### src/rtl/johnson_seq_ctrl_if.sv
// Control/status bundle for the Johnson sequencer.
// master drives requests, slave returns state and decodes.
interface johnson_seq_ctrl_if #(
  parameter int WIDTH = 4,
  parameter int CNT_W = 8,
  parameter int IDX_W = 3
);
  logic             start;
  logic [CNT_W-1:0] run_len;
  logic             dir;
  logic             hold;
  logic             abort;
  logic             load;
  logic [WIDTH-1:0] load_val;
  logic             busy;
  logic             done;
  logic             aborted;
  logic             err;
  logic [WIDTH-1:0] count;
  logic [2*WIDTH-1:0] phase;
  logic [IDX_W-1:0] phase_idx;

  modport master (
    output start, run_len, dir, hold, abort, load, load_val,
    input  busy, done, aborted, err, count, phase, phase_idx
  );

  modport slave (
    input  start, run_len, dir, hold, abort, load, load_val,
    output busy, done, aborted, err, count, phase, phase_idx
  );
endinterface

### src/rtl/johnson_seq_ctrl.sv
// Run-length sequencer for a WIDTH-stage Johnson counter.
// Steps fwd/rev under start/busy/done with pause, abort and checked load.
module johnson_seq_ctrl #(
  parameter int WIDTH = 4,
  parameter int CNT_W = 8,
  parameter int IDX_W = 3
) (
  input logic clk,
  input logic reset,
  johnson_seq_ctrl_if.slave bus
);

  typedef enum logic [1:0] {IDLE, RUN, PAUSE} state_e;

  state_e           state_q, state_d;
  logic [WIDTH-1:0] count_q, count_d;
  logic [CNT_W-1:0] rem_q, rem_d;
  logic             busy_q, busy_d;
  logic             done_q, done_d;
  logic             abrt_q, abrt_d;
  logic             err_q, err_d;

  logic [2*WIDTH-1:0] phase;
  logic [IDX_W-1:0]   idx;
  logic               ld_ok;
  logic [WIDTH-1:0]   stepped;

  localparam logic [WIDTH-1:0] SEED = WIDTH'(1);

  // Code for index i: low ones fill first, then low zeros fill.
  function automatic logic [WIDTH-1:0] code_of(input int i);
    logic [WIDTH-1:0] ones;
    ones = '1;
    if (i < WIDTH) return ones >> (WIDTH - 1 - i);
    else           return ones << (i - WIDTH + 1);
  endfunction

  always_comb begin
    phase = '0;
    idx   = '0;
    ld_ok = 1'b0;
    for (int i = 0; i < 2*WIDTH; i++) begin
      if (count_q == code_of(i)) begin
        phase[i] = 1'b1;
        idx      = IDX_W'(i);
      end
      if (bus.load_val == code_of(i)) ld_ok = 1'b1;
    end
  end

  assign stepped = bus.dir ?
    {~count_q[0], count_q[WIDTH-1:1]} :
    {count_q[WIDTH-2:0], ~count_q[WIDTH-1]};

  always_comb begin
    state_d = state_q;
    count_d = count_q;
    rem_d   = rem_q;
    done_d  = 1'b0;
    abrt_d  = 1'b0;
    err_d   = 1'b0;
    unique case (state_q)
      IDLE: begin
        if (bus.load) begin
          if (ld_ok) begin
            count_d = bus.load_val;
          end else begin
            count_d = SEED;
            err_d   = 1'b1;
          end
        end else if (bus.start) begin
          if (bus.run_len == '0) begin
            done_d = 1'b1;
          end else begin
            rem_d   = bus.run_len;
            state_d = RUN;
          end
        end
      end
      RUN: begin
        if (bus.abort) begin
          state_d = IDLE;
          abrt_d  = 1'b1;
        end else if (bus.hold) begin
          state_d = PAUSE;
        end else begin
          count_d = stepped;
          rem_d   = rem_q - CNT_W'(1);
          if (rem_q == CNT_W'(1)) begin
            state_d = IDLE;
            done_d  = 1'b1;
          end
        end
      end
      PAUSE: begin
        if (bus.abort) begin
          state_d = IDLE;
          abrt_d  = 1'b1;
        end else if (!bus.hold) begin
          state_d = RUN;
        end
      end
      default: state_d = IDLE;
    endcase
    busy_d = (state_d != IDLE);
  end

  always_ff @(posedge clk or posedge reset) begin
    if (reset) begin
      state_q <= IDLE;
      count_q <= SEED;
      rem_q   <= '0;
      busy_q  <= 1'b0;
      done_q  <= 1'b0;
      abrt_q  <= 1'b0;
      err_q   <= 1'b0;
    end else begin
      state_q <= state_d;
      count_q <= count_d;
      rem_q   <= rem_d;
      busy_q  <= busy_d;
      done_q  <= done_d;
      abrt_q  <= abrt_d;
      err_q   <= err_d;
    end
  end

  assign bus.busy      = busy_q;
  assign bus.done      = done_q;
  assign bus.aborted   = abrt_q;
  assign bus.err       = err_q;
  assign bus.count     = count_q;
  assign bus.phase     = phase;
  assign bus.phase_idx = idx;

endmodule

### src/flat_wrapper.sv
// flat-port wrapper written by rule: the top's interface ports become plain ports
module johnson_seq_ctrl_flat 
#(
  parameter int WIDTH = 4,
  parameter int CNT_W = 8,
  parameter int IDX_W = 3
)
  (clk, reset, bus_start, bus_run_len, bus_dir, bus_hold, bus_abort, bus_load, bus_load_val, bus_busy, bus_done, bus_aborted, bus_err, bus_count, bus_phase, bus_phase_idx);
  johnson_seq_ctrl_if #(.WIDTH(WIDTH), .CNT_W(CNT_W), .IDX_W(IDX_W)) bus_i ();
  input logic clk;
  input logic reset;
  input wire logic [$bits(bus_i.start)-1:0] bus_start;
  input wire logic [$bits(bus_i.run_len)-1:0] bus_run_len;
  input wire logic [$bits(bus_i.dir)-1:0] bus_dir;
  input wire logic [$bits(bus_i.hold)-1:0] bus_hold;
  input wire logic [$bits(bus_i.abort)-1:0] bus_abort;
  input wire logic [$bits(bus_i.load)-1:0] bus_load;
  input wire logic [$bits(bus_i.load_val)-1:0] bus_load_val;
  output wire logic [$bits(bus_i.busy)-1:0] bus_busy;
  output wire logic [$bits(bus_i.done)-1:0] bus_done;
  output wire logic [$bits(bus_i.aborted)-1:0] bus_aborted;
  output wire logic [$bits(bus_i.err)-1:0] bus_err;
  output wire logic [$bits(bus_i.count)-1:0] bus_count;
  output wire logic [$bits(bus_i.phase)-1:0] bus_phase;
  output wire logic [$bits(bus_i.phase_idx)-1:0] bus_phase_idx;
  assign bus_i.start = bus_start;
  assign bus_i.run_len = bus_run_len;
  assign bus_i.dir = bus_dir;
  assign bus_i.hold = bus_hold;
  assign bus_i.abort = bus_abort;
  assign bus_i.load = bus_load;
  assign bus_i.load_val = bus_load_val;
  assign bus_busy = bus_i.busy;
  assign bus_done = bus_i.done;
  assign bus_aborted = bus_i.aborted;
  assign bus_err = bus_i.err;
  assign bus_count = bus_i.count;
  assign bus_phase = bus_i.phase;
  assign bus_phase_idx = bus_i.phase_idx;
  johnson_seq_ctrl #(.WIDTH(WIDTH), .CNT_W(CNT_W), .IDX_W(IDX_W)) u_core (.clk(clk), .reset(reset), .bus(bus_i));
endmodule
### config.mk
export PLATFORM = sky130hd
export DESIGN_NAME = johnson_seq_ctrl_flat
export DESIGN_NICKNAME = d
export VERILOG_FILES = /design/src/rtl/johnson_seq_ctrl_if.sv /design/src/rtl/johnson_seq_ctrl.sv /design/src/flat_wrapper.sv
export SDC_FILE = /design/constraint.sdc
export NUM_CORES = 1
export LEC_CHECK = 0
export CORE_UTILIZATION = 54
export CTS_BUF_LIST = sky130_fd_sc_hd__clkbuf_4
export DETAILED_ROUTE_END_ITERATION = 8
export PLACE_DENSITY = 0.95
export SKIP_LAST_GASP = 1
export SLEW_MARGIN = 20
export SYNTH_ARGS = -nofsm -noshare
export SYNTH_HDL_FRONTEND = slang
export SYNTH_SLANG_ARGS = --single-unit
### constraint.sdc
create_clock -name clk -period 5.3 [get_ports clk]
set_input_delay 1.06 -clock clk [delete_from_list [all_inputs] [get_ports clk]]
set_output_delay 1.06 -clock clk [all_outputs]
set_load 0.03 [all_outputs]
==> impl_metrics.yaml <==
global_routing:
  antenna_found_initial: 0
  grt_overflow_total: 0
  grt_max_degree: 27
  grt_pass1_wl_um: 5800
  first_global_vias: 1307
  grt_usage_pct: 28.5
synth:
  ys_seq_elements: 18
  yosysTopAreaCell: "dfrtp_1"
  synth_compound_area_share_pct: 26.7
  synth_top_area_share_pct: 29.9
  synthMuxAreaShare_pct: 5.97
  yosys-top-cells-count: "dfrtp_1, nor2_1, a21oi_1, inv_1, o21ai_0"
  yosysSeqAreaShare_pct: 31.7
  synth_edf_count: 0
  synth_top_family_by_area: "compound AO/OA/AOI/OAI gates"
  synth.avg_cell_area_um2: 8.96
  ys.flop_type: "dfrtp_1"
  yosysUniqueCellTypes: 49
  netlist_top_cells_area: "dfrtp_1, ha_1, a21oi_1"
  syn_area_um2: 1430
  synth.net_count: 184
  ys_warn_count: 0
  synthAdderAreaFrac_pct: 5.27
  synth_cells: 159
  async_flop_share_pct: 100
  synth.most_common_cell: "dfrtp_1"
  synthSimpleGateAreaFrac_pct: 23.5
  synth_xor_area_share_pct: 0.615
pwr:
  irDropWorstVdd_v: 0.000438
  fin_total_pwr_uw: 1010
  power.density_nw_per_um2: 559
  p_leak_uw: 0.000714
floorplanning:
  std_cell_rows: 18
  io_pins: 38
  start_util_pct: 57.5
  die-area_um2: 2850
  die_h_um: 53.4
  core_um2: 2480
  dieWidth_um: 53.4
clock_network:
  hold_buffers: 0
  cts_tree: "built"
  cts_resized: 0
  post-cts-setup-buffers: 0
  clock-sinks: 18
  cts_max_level: 1
  clk_path_buf_depth: 2
  clkTransAtPathRegs_ns: 0.11
  cts_root_buf: "clkbuf_4"
  numCtsBuffers: 3
  worst_skew_pair.late_latency_ns: 0.30
routing:
  wl_per_cell_um: 16.2
  drc: 0
  first_iter_violations: 38
  ant_nets: 0
  routed_wl_um: 3590
  vias: 1380
  dr.pass1.iters: 4
  vias_per_cell: 6.22
sta:
  min_period_ns: 3.11
  setup_violations: 0
  maxSlewViolCount: 0
  setup_slack_ns: 2.19
  hold_viol: 0
  clock_skew_ns: 0.00629
  rsz0062_at_grt: "no"
  worstMarginPinSlew_ns: 0.920
  fmax_mhz: 321
  finalCritPeriodShare_pct: 58.7
  setup_tns_ns: 0
  max_slew_margin_pct: 38.7
  hold_slack_ns: 0.574
cells_and_area:
  drive_gt1_share_pct: 12.0
  area_growth_pct: 27.4
  stdcell_count: 222
  antenna_cells: 0
  final_nets: 218
place:
  dp_hpwl_um: 2710
  dp_slack_ns: 2.46
  dp_cells: 218
  port_buffers: 37
  globalplace.congestion: 0.978
setup_path:
  arrival_ns: 2.05
  cp_max_fo: 14
  slowest_delay_ns: 0.70
  crit_slowest_cell: "clkdlybuf4s50_1"
  path_class: "flop to output port"
  required_ns: 4.24
  start_kind: "flop"
  cp-end-kind: "output port"
  worstPathCellList: "nand2_1 -> nor3b_1 -> clkdlybuf4s50_1"
worst_hold_path:
  worstHoldPathType: "flop to flop"
job:
  drv_cap: 0
run_status:
  status: "finished, final reports clean"
through the flow:
step | utilization (%) | cell area (um^2)
2_1_floorplan | - | 1430
3_3_place_gp | 72.2 | 1790
3_5_place_dp | 72.2 | 1790
4_1_cts | 73.3 | 1820
5_1_grt | 73.3 | 1820
6_report | 73.3 | 1820
per-layer routing:
metal / part of all wire, % / wire, um / track usage, % / vias up
met5: 0 / 0 / 0 / -
met4: 1.8 / 64 / 12.7 / 0
met3: 6.6 / 236 / 3.74 / 8
met2: 51 / 1830 / 52.3 / 67
met1: 41 / 1460 / 31.9 / 644
li1: - / - / - / 661
logic make-up (layout without fill, tap and decap cells):
group           count (synthesis)  count (layout)
xor+xnor                        1               1
mux                             8               8
fa+ha+maj                       6               6
compound gates                 50              50
buf+inv                        20              53
flops                          18              18
simple gates                   56              56
layout by cell type, fill, tap and decap left out, drive strengths merged, types with 3 or more instances in the layout:
cell / netlist / final
a221oi: 6 / 6
dfrtp: 17 / 17
mux2i: 4 / 4
clkbuf: 4 / 3
nor3b: 5 / 5
o21ai: 10 / 10
a21oi: 13 / 13
o22ai: 4 / 4
nor4: 6 / 6
clkdlybuf4s50: 0 / 37
nand2: 9 / 9
nor2b: 3 / 3
nor3: 3 / 3
nand3: 3 / 3
mux2: 4 / 4
a31oi: 3 / 3
inv: 12 / 12
a2bb2oi: 3 / 3
nor2: 15 / 15
ha: 6 / 6
worst max-delay path: cells and delay by family (launching register included):
family | cells | cell delay [ns]
DFF | 1 | 0.68
buffers and inverters | 1 | 0.70
and+or+nand+nor | 2 | 0.37
flip-flops by register name, indices dropped and copies added, names as in the netlist:
name / flops
u_core.rem_q: 8
u_core.bus.count: 4
u_core.state_q: 2
u_core.bus.aborted: 1
u_core.bus.busy: 1
u_core.bus.done: 1
u_core.bus.err: 1
path summary, 6_finish.rpt:
| check | start | endpoint | slack [ns] | cells past startpoint |
|---|---|---|---|---|
| worst max register to register | u_core.state_q[1] | u_core.rem_q[1] | 2.73 | 6 |
| max in group asynchronous | reset | u_core.rem_q[0] | 3.70 | 2 |
| worst max-delay path | u_core.bus.count[0] | bus_phase[2] | 2.19 | 3 |
| worst min-delay path | u_core.rem_q[3] | u_core.rem_q[3] | 0.57 | 2 |
| min in group asynchronous | reset | u_core.state_q[0] | 1.15 | 2 |
| worst min register to register | u_core.rem_q[3] | u_core.rem_q[3] | 0.57 | 2 |
cell type report:
| class | instances | area [um^2] |
|---|---|---|
| timing repair buffer | 37 | 370 |
| multi-input combinational | 121 | 885 |
| clock inverter | 1 | 3.75 |
| sequential | 18 | 452 |
| inverter | 12 | 45.0 |
| tap | 30 | 37.5 |
| clock buffer | 3 | 22.5 |
| fill | 192 | 662 |
power by group:
group          internal, uW  switching [uW]  total [uW]
Clock                  27.5            47.9        75.3
Combinational           273             378         651
Sequential              199            88.2         287
No activity file was read; power rests on OpenSTA's default activity.
